`src/rtl/acq_pkg.sv`:
```
// rtl/acq_pkg.sv - shared types, sensor register map and config table for acq_sequencer
package acq_pkg;

  typedef enum logic [2:0] {
    S_IDLE     = 3'd0,
    S_CFG      = 3'd1,
    S_CFG_WAIT = 3'd2,
    S_ARM      = 3'd3,
    S_RD       = 3'd4,
    S_RD_WAIT  = 3'd5,
    S_DONE     = 3'd6,
    S_ERR      = 3'd7
  } state_t;

  localparam logic [1:0] ERR_NONE    = 2'd0;
  localparam logic [1:0] ERR_RETRY   = 2'd1;
  localparam logic [1:0] ERR_TIMEOUT = 2'd2;

  localparam logic [7:0] REG_INT_EN    = 8'h02;
  localparam logic [7:0] REG_FIFO_DATA = 8'h07;
  localparam logic [7:0] REG_FIFO_CFG  = 8'h08;
  localparam logic [7:0] REG_MODE_CFG  = 8'h09;
  localparam logic [7:0] REG_SPO2_CFG  = 8'h0A;

  typedef struct packed {
    logic [7:0] addr;
    logic [7:0] data;
  } cfg_entry_t;

  // Interrupt enable goes last so the sensor only raises INT once fully configured.
  function automatic cfg_entry_t cfg_entry(input logic [1:0] idx);
    cfg_entry_t e;
    case (idx)
      2'd0:    e = '{addr: REG_FIFO_CFG, data: 8'h10};
      2'd1:    e = '{addr: REG_MODE_CFG, data: 8'h03};
      2'd2:    e = '{addr: REG_SPO2_CFG, data: 8'h27};
      default: e = '{addr: REG_INT_EN,   data: 8'h40};
    endcase
    return e;
  endfunction

endpackage

```
`src/rtl/acq_int_sync.sv`:
```
// rtl/acq_int_sync.sv - two-flop synchroniser for the active-low sensor interrupt
module acq_int_sync (
  input  logic clk,
  input  logic reset,
  input  logic interupt,
  output logic int_n_sync
);

  logic meta;

  always_ff @(posedge clk) begin
    if (reset) begin
      meta       <= 1'b1;
      int_n_sync <= 1'b1;
    end else begin
      meta       <= interupt;
      int_n_sync <= meta;
    end
  end

endmodule

```
`src/rtl/acq_sequencer.sv`:
```
// rtl/acq_sequencer.sv - acquisition run sequencer: sensor config writes, then FIFO burst reads per interrupt
module acq_sequencer
  import acq_pkg::*;
#(
  parameter int TARGET_SAMPLES = 3750,
  parameter int BURST_LEN      = 32,
  parameter int NUM_CFG        = 4,
  parameter int MAX_RETRY      = 3,
  parameter int INT_TIMEOUT    = 5_000_000
) (
  input  logic        clk,
  input  logic        reset,
  input  logic        start,
  input  logic        abort,
  input  logic        interupt,
  output logic        cmd_valid,
  input  logic        cmd_ready,
  output logic        cmd_rw,
  output logic [7:0]  cmd_reg,
  output logic [7:0]  cmd_wdata,
  output logic [5:0]  cmd_len,
  input  logic        cmd_done,
  input  logic        cmd_err,
  input  logic [5:0]  rsp_samples,
  output logic        busy,
  output logic        done,
  output logic        error,
  output logic [1:0]  err_code,
  output logic [12:0] sample_count,
  output logic [2:0]  state_dbg
);

  localparam int TW = $clog2(INT_TIMEOUT + 1);
  localparam int RW = $clog2(MAX_RETRY + 1);
  localparam logic [12:0] TGT = 13'(TARGET_SAMPLES);

  state_t        state, state_n;
  logic [1:0]    cfg_idx;
  logic [RW-1:0] retry;
  logic [TW-1:0] tmo_cnt;
  logic          abort_pend;
  logic          int_n_sync;

  logic          fire, start_run, abort_any, done_ok, retry_max, last_cfg;
  logic [12:0]   remaining;
  logic [5:0]    rd_len, acc;
  cfg_entry_t    entry;

  acq_int_sync u_int_sync (
    .clk        (clk),
    .reset      (reset),
    .interupt   (interupt),
    .int_n_sync (int_n_sync)
  );

  assign entry     = cfg_entry(cfg_idx);
  assign remaining = TGT - sample_count;
  assign rd_len    = (remaining > 13'(BURST_LEN)) ? 6'(BURST_LEN) : remaining[5:0];
  assign acc       = (rsp_samples < rd_len) ? rsp_samples : rd_len;
  assign fire      = cmd_valid && cmd_ready;
  assign start_run = (state == S_IDLE || state == S_DONE || state == S_ERR) && start && !abort;
  assign abort_any = abort || abort_pend;
  assign done_ok   = cmd_done && !cmd_err;
  assign retry_max = (retry == RW'(MAX_RETRY));
  assign last_cfg  = (cfg_idx == 2'(NUM_CFG - 1));

  assign busy      = !(state == S_IDLE || state == S_DONE || state == S_ERR);
  assign done      = (state == S_DONE);
  assign error     = (state == S_ERR);
  assign state_dbg = state;

  always_comb begin
    state_n   = state;
    cmd_valid = 1'b0;
    cmd_rw    = 1'b0;
    cmd_reg   = 8'h00;
    cmd_wdata = 8'h00;
    cmd_len   = 6'd0;
    case (state)
      S_IDLE, S_DONE, S_ERR: if (start_run) state_n = S_CFG;
      S_CFG: begin
        cmd_valid = 1'b1;
        cmd_reg   = entry.addr;
        cmd_wdata = entry.data;
        // A handshake in the abort cycle still owes the master a completion.
        if (cmd_ready)  state_n = S_CFG_WAIT;
        else if (abort) state_n = S_IDLE;
      end
      S_CFG_WAIT: begin
        if (cmd_err)       state_n = abort_any ? S_IDLE : (retry_max ? S_ERR : S_CFG);
        else if (cmd_done) state_n = abort_any ? S_IDLE : (last_cfg ? S_ARM : S_CFG);
      end
      S_ARM: begin
        if (abort)                              state_n = S_IDLE;
        else if (!int_n_sync)                   state_n = S_RD;
        else if (tmo_cnt == TW'(INT_TIMEOUT-1)) state_n = S_ERR;
      end
      S_RD: begin
        cmd_valid = 1'b1;
        cmd_rw    = 1'b1;
        cmd_reg   = REG_FIFO_DATA;
        cmd_len   = rd_len;
        if (cmd_ready)  state_n = S_RD_WAIT;
        else if (abort) state_n = S_IDLE;
      end
      S_RD_WAIT: begin
        if (cmd_err)       state_n = abort_any ? S_IDLE : (retry_max ? S_ERR : S_RD);
        else if (cmd_done) state_n = abort_any ? S_IDLE :
                                     ((sample_count + 13'(acc) == TGT) ? S_DONE : S_ARM);
      end
      default: state_n = S_IDLE;
    endcase
  end

  always_ff @(posedge clk) begin
    if (reset) begin
      state        <= S_IDLE;
      cfg_idx      <= 2'd0;
      retry        <= '0;
      tmo_cnt      <= '0;
      abort_pend   <= 1'b0;
      sample_count <= 13'd0;
      err_code     <= ERR_NONE;
    end else begin
      state      <= state_n;
      tmo_cnt    <= (state == S_ARM && state_n == S_ARM) ? tmo_cnt + 1'b1 : '0;
      abort_pend <= (state_n == S_CFG_WAIT || state_n == S_RD_WAIT) && abort_any;
      if (start_run) begin
        cfg_idx      <= 2'd0;
        retry        <= '0;
        sample_count <= 13'd0;
        err_code     <= ERR_NONE;
      end else if (state == S_CFG_WAIT || state == S_RD_WAIT) begin
        if (cmd_err) begin
          if (!retry_max) retry <= retry + 1'b1;
        end else if (cmd_done) begin
          retry <= '0;
          if (state == S_CFG_WAIT) cfg_idx <= cfg_idx + 1'b1;
          else                     sample_count <= sample_count + 13'(acc);
        end
      end
      if (state_n == S_ERR && state != S_ERR)
        err_code <= (state == S_ARM) ? ERR_TIMEOUT : ERR_RETRY;
    end
  end

endmodule

```
`config.mk`:
```
export PLATFORM = sky130hd
export DESIGN_NAME = acq_sequencer
export DESIGN_NICKNAME = d
export VERILOG_FILES = /design/src/rtl/acq_pkg.sv /design/src/rtl/acq_int_sync.sv /design/src/rtl/acq_sequencer.sv
export SDC_FILE = /design/constraint.sdc
export NUM_CORES = 1
export LEC_CHECK = 0
export ABC_AREA = 1
export CAP_MARGIN = 20
export CORE_ASPECT_RATIO = 1.75
export CORE_MARGIN = 3
export CORE_UTILIZATION = 30
export CTS_CLUSTER_DIAMETER = 30
export DETAILED_ROUTE_END_ITERATION = 7
export PLACE_DENSITY = 0.49
export SLEW_MARGIN = 20
export SYNTH_ARGS = -nofsm -noshare
export SYNTH_HDL_FRONTEND = slang
export SYNTH_SLANG_ARGS = --single-unit
```
`constraint.sdc`:
```
create_clock -name clk -period 6.5 [get_ports clk]
set_input_delay 1.3 -clock clk [delete_from_list [all_inputs] [get_ports clk]]
set_output_delay 1.3 -clock clk [all_outputs]
set_load 0.005 [all_outputs]
```
==> key figures <==
Die
  • # IOs: slightly below 60
  • Core Rows: 53
  • Die Y: 154 um
  • Die area: about 14,000 um^2
  • Initial Util: 0.310
  • Die span in x: slightly above 90 um
  • Core Region: about 12,000 um^2

CTS
  • TritonCTS Buffers: 5
  • Root buffer cell: clkbuf_16
  • CTS tree: done
  • Reg clk slew, reported paths: ~0.070 ns
  • Resize count post-CTS: 0
  • Htree depth: 2
  • Post-CTS setup buffer count: 0
  • Hold-fix buffers, CTS: 0
  • Clk sink count: 48
  • Clock latency on the worst-skew pair: about 0.3 ns
  • Clock Tree Buf Depth: 2

Critical path
  • Reg-to-reg slack, setup: just under 1 ns
  • CP Launch Type: flip-flop
  • Most used cell, CP: nand2_1
  • FF-to-FF End: tmo_cnt[2]
  • CP Max Fanout: 23
  • CP max stage delay: between 0.4 and 0.5 ns
  • Critical setup path kind: reg2reg
  • Worst path bufs/invs: 4
  • Reg-to-reg critical path startpoint: sample_count[1]
  • Critical Path Stages: 36
  • Max stage delay cell, worst path: dfxtp_1
  • Worst EP arrival: roughly 5.8 ns
  • CP Data Required Time: 6.72 ns
  • CP top delay family: simple AND/OR/NAND/NOR gates
  • Worst reg-to-reg path cell count: 36
  • Crit. End Element: flip-flop

Synth
  • Post-synth top cells: 122 x nand2_1, 100 x inv_1, 90 x nor2_1
  • Post-synthesis instance area: 3760 um^2
  • Yosys reg bits: 48
  • Cell variety after synth: 46
  • Syn Inst Count: 584
  • Cell with the most instances after synthesis: nand2_1
  • Syn. warnings: 0
  • Register area share after synthesis: 0.255
  • Synth top area share: 0.255
  • Async set-reset flop share out of synthesis: 0
  • Syn Area/Cell: about 6.4 um^2
  • Ys flop type: dfxtp_1
  • Post-synth EDFFs: 0
  • Area leader, netlist: dfxtp_1
  • Main area contributors after synthesis: dfxtp_1 26%, nand2_1 12%, inv_1 10%

Power and ir drop
  • Switching Share: 0.293
  • Total Power: ~0.00086 W
  • Seq pwr share: 0.367
  • Combinational power share: 0.234
  • Sw Pwr: ~0.00025 W
  • Maximum vdd drop: around 0.14 mV
  • P_leak: about 2 nW
  • Clock Power Share: 0.399
  • Int Pwr: ~0.0006 W
  • Pwr/cell area: between 150 and 200 nW/um^2

STA
  • Fmax: 181 MHz
  • Worst-Margin Slew: between 0.7 and 0.8 ns
  • Min Clock Period, post-route: roughly 5.5 ns
  • Worst hold margin: a little over 0.4 ns
  • RSZ-0062 raised after global routing: no
  • Worst slew margin: 0.469
  • Final Hold Viols: 0
  • Layout Skew: 0.0128 ns
  • Setup_tns: 0 ns
  • Setup violators final: 0
  • Fin. max-slew vios: 0
  • Final Cycle Share: 0.852

Min path
  • Hold WC Path Type: reg2reg
  • Endpoint of the worst hold path: u_int_sync.int_n_sync
  • Worst Hold Launch: u_int_sync.meta
  • Hold Crit Depth: 1

Global routing
  • Vias in the first global route: about 3,800
  • GRT Max-Usage Layer: met2
  • First-pass GRT wire length: around 18,000 um
  • M2 GR Usage: 0.328
  • Overflow left after global routing: 0
  • Met3 usage: 0.0185
  • GRT Resource Usage Total: 0.153
  • Grt met1 use: 0.140
  • Largest net degree at the start of global routing: 24
  • Antenna violations before repair: 0

Job
  • Max-cap violations: 0

Drt
  • Final wirelength: ~11,000 um
  • Vias: 3,769
  • Initial DRC Count: 107
  • Post-DRT Antenna Nets: 0
  • Routed wire length per instance: 13.5 um
  • DR pass1 iterations: 6
  • DRC: 0
  • Detail-routed via count per cell: 4.72

Placement
  • Buffers on Ports: 52
  • DP HPWL: 8850 um
  • Final GP Congestion: 0.880

Cells and area
  • Area growth syn-to-layout: 22.2%
  • Share of cells above drive strength 1: 0.0804
  • Final Core Density: 0.379
  • Area of the multi-input gates: roughly 2300 um^2
  • # diodes: 0
  • Register area: 961 um^2
  • Filler cells: between 1,000 and 1,500
  • Final #Nets: around 670

Run status
  • Status: complete, no violations
-- registers in the layout, summed over array words and instances (netlist names), 2 cells and up --
register	count
err_code	2
state_dbg	3
sample_count	13
cfg_idx	2
retry	2
tmo_cnt	23
-- power groups by stage --
stage               clock network (W)  registers [W]  logic (W)
floorplan                           0       0.000319   0.000126
global placement                    0       0.000322   0.000202
detailed placement                  0       0.000322   0.000203
CTS                          0.000353       0.000315   0.000204
global route                 0.000363       0.000316   0.000224
finish                       0.000342       0.000315   0.000201
-- cells in the final DEF, fill, tap and decap left out, types with 2 or more instances in the layout --
cell / n
or2_2: 5
o21ai_0: 14
nor3b_1: 2
conb_1: 6
inv_2: 5
clkbuf_16: 5
nand2_2: 3
nor2_2: 4
clkdlybuf4s50_1: 52
o21ai_2: 2
nand3_2: 2
a21oi_2: 4
a211oi_1: 6
xor2_1: 15
a21oi_1: 23
nor2_4: 2
nor2_1: 89
nand3_1: 44
nand2_4: 3
nand2_1: 122
nor3_2: 6
o211ai_1: 6
inv_1: 100
nand4_1: 13
nor3_1: 11
bufinv_16: 2
ha_1: 20
nand4_2: 2
dfxtp_1: 48
-- cells by family (layout without fill, tap and decap cells) --
group           Yosys count  after routing  share of synthesized area
simple gates            312            312                      0.385
buf+inv                 121            166                      0.135
compound gates           65             65                      0.115
flops                    48             48                      0.255
fa+ha+maj                21             21                     0.0718
xor+xnor                 16             16                     0.0372
other cells               1              6                   0.000996
-- final cells by class --
cell class	count	area share
multi-input cells	420	0.504
flip-flops and latches	48	0.209
repair buffers	53	0.115
inverters	105	0.0857
well taps	165	0.0449
clock buffers	5	0.0272
clock inverters	3	0.0150
-- routing by layer --
metal | wire length, um | part of all wire | vias to the layer above
met2 | 6390 | 0.59 | 57
met1 | 3890 | 0.36 | 1755
met3 | 260 | 0.024 | 12
met5 | 0 | 0 | -
li1 | - | - | 1945
met4 | 222 | 0.021 | 0
-- stage by stage --
stage	std cells	setup slack [ns]	cell area (um^2)
CTS	799	0.889	4600
global placement	791	0.957	4400
global route	799	0.334	4600
floorplan	589	1.42	3780
finish	799	0.960	4600
detailed placement	791	0.888	4400
-- how the worst max path moves through the flow --
stage                          from          end  slack (ns)
floorplan           sample_count[1]  tmo_cnt[19]        1.42
global placement    sample_count[1]  tmo_cnt[17]        0.96
detailed placement  sample_count[1]   tmo_cnt[2]        0.89
CTS                 sample_count[1]   tmo_cnt[2]        0.89
global route        sample_count[1]  tmo_cnt[17]        0.33
finish              sample_count[1]   tmo_cnt[2]        0.96
No activity file was read; power rests on OpenSTA's default activity.
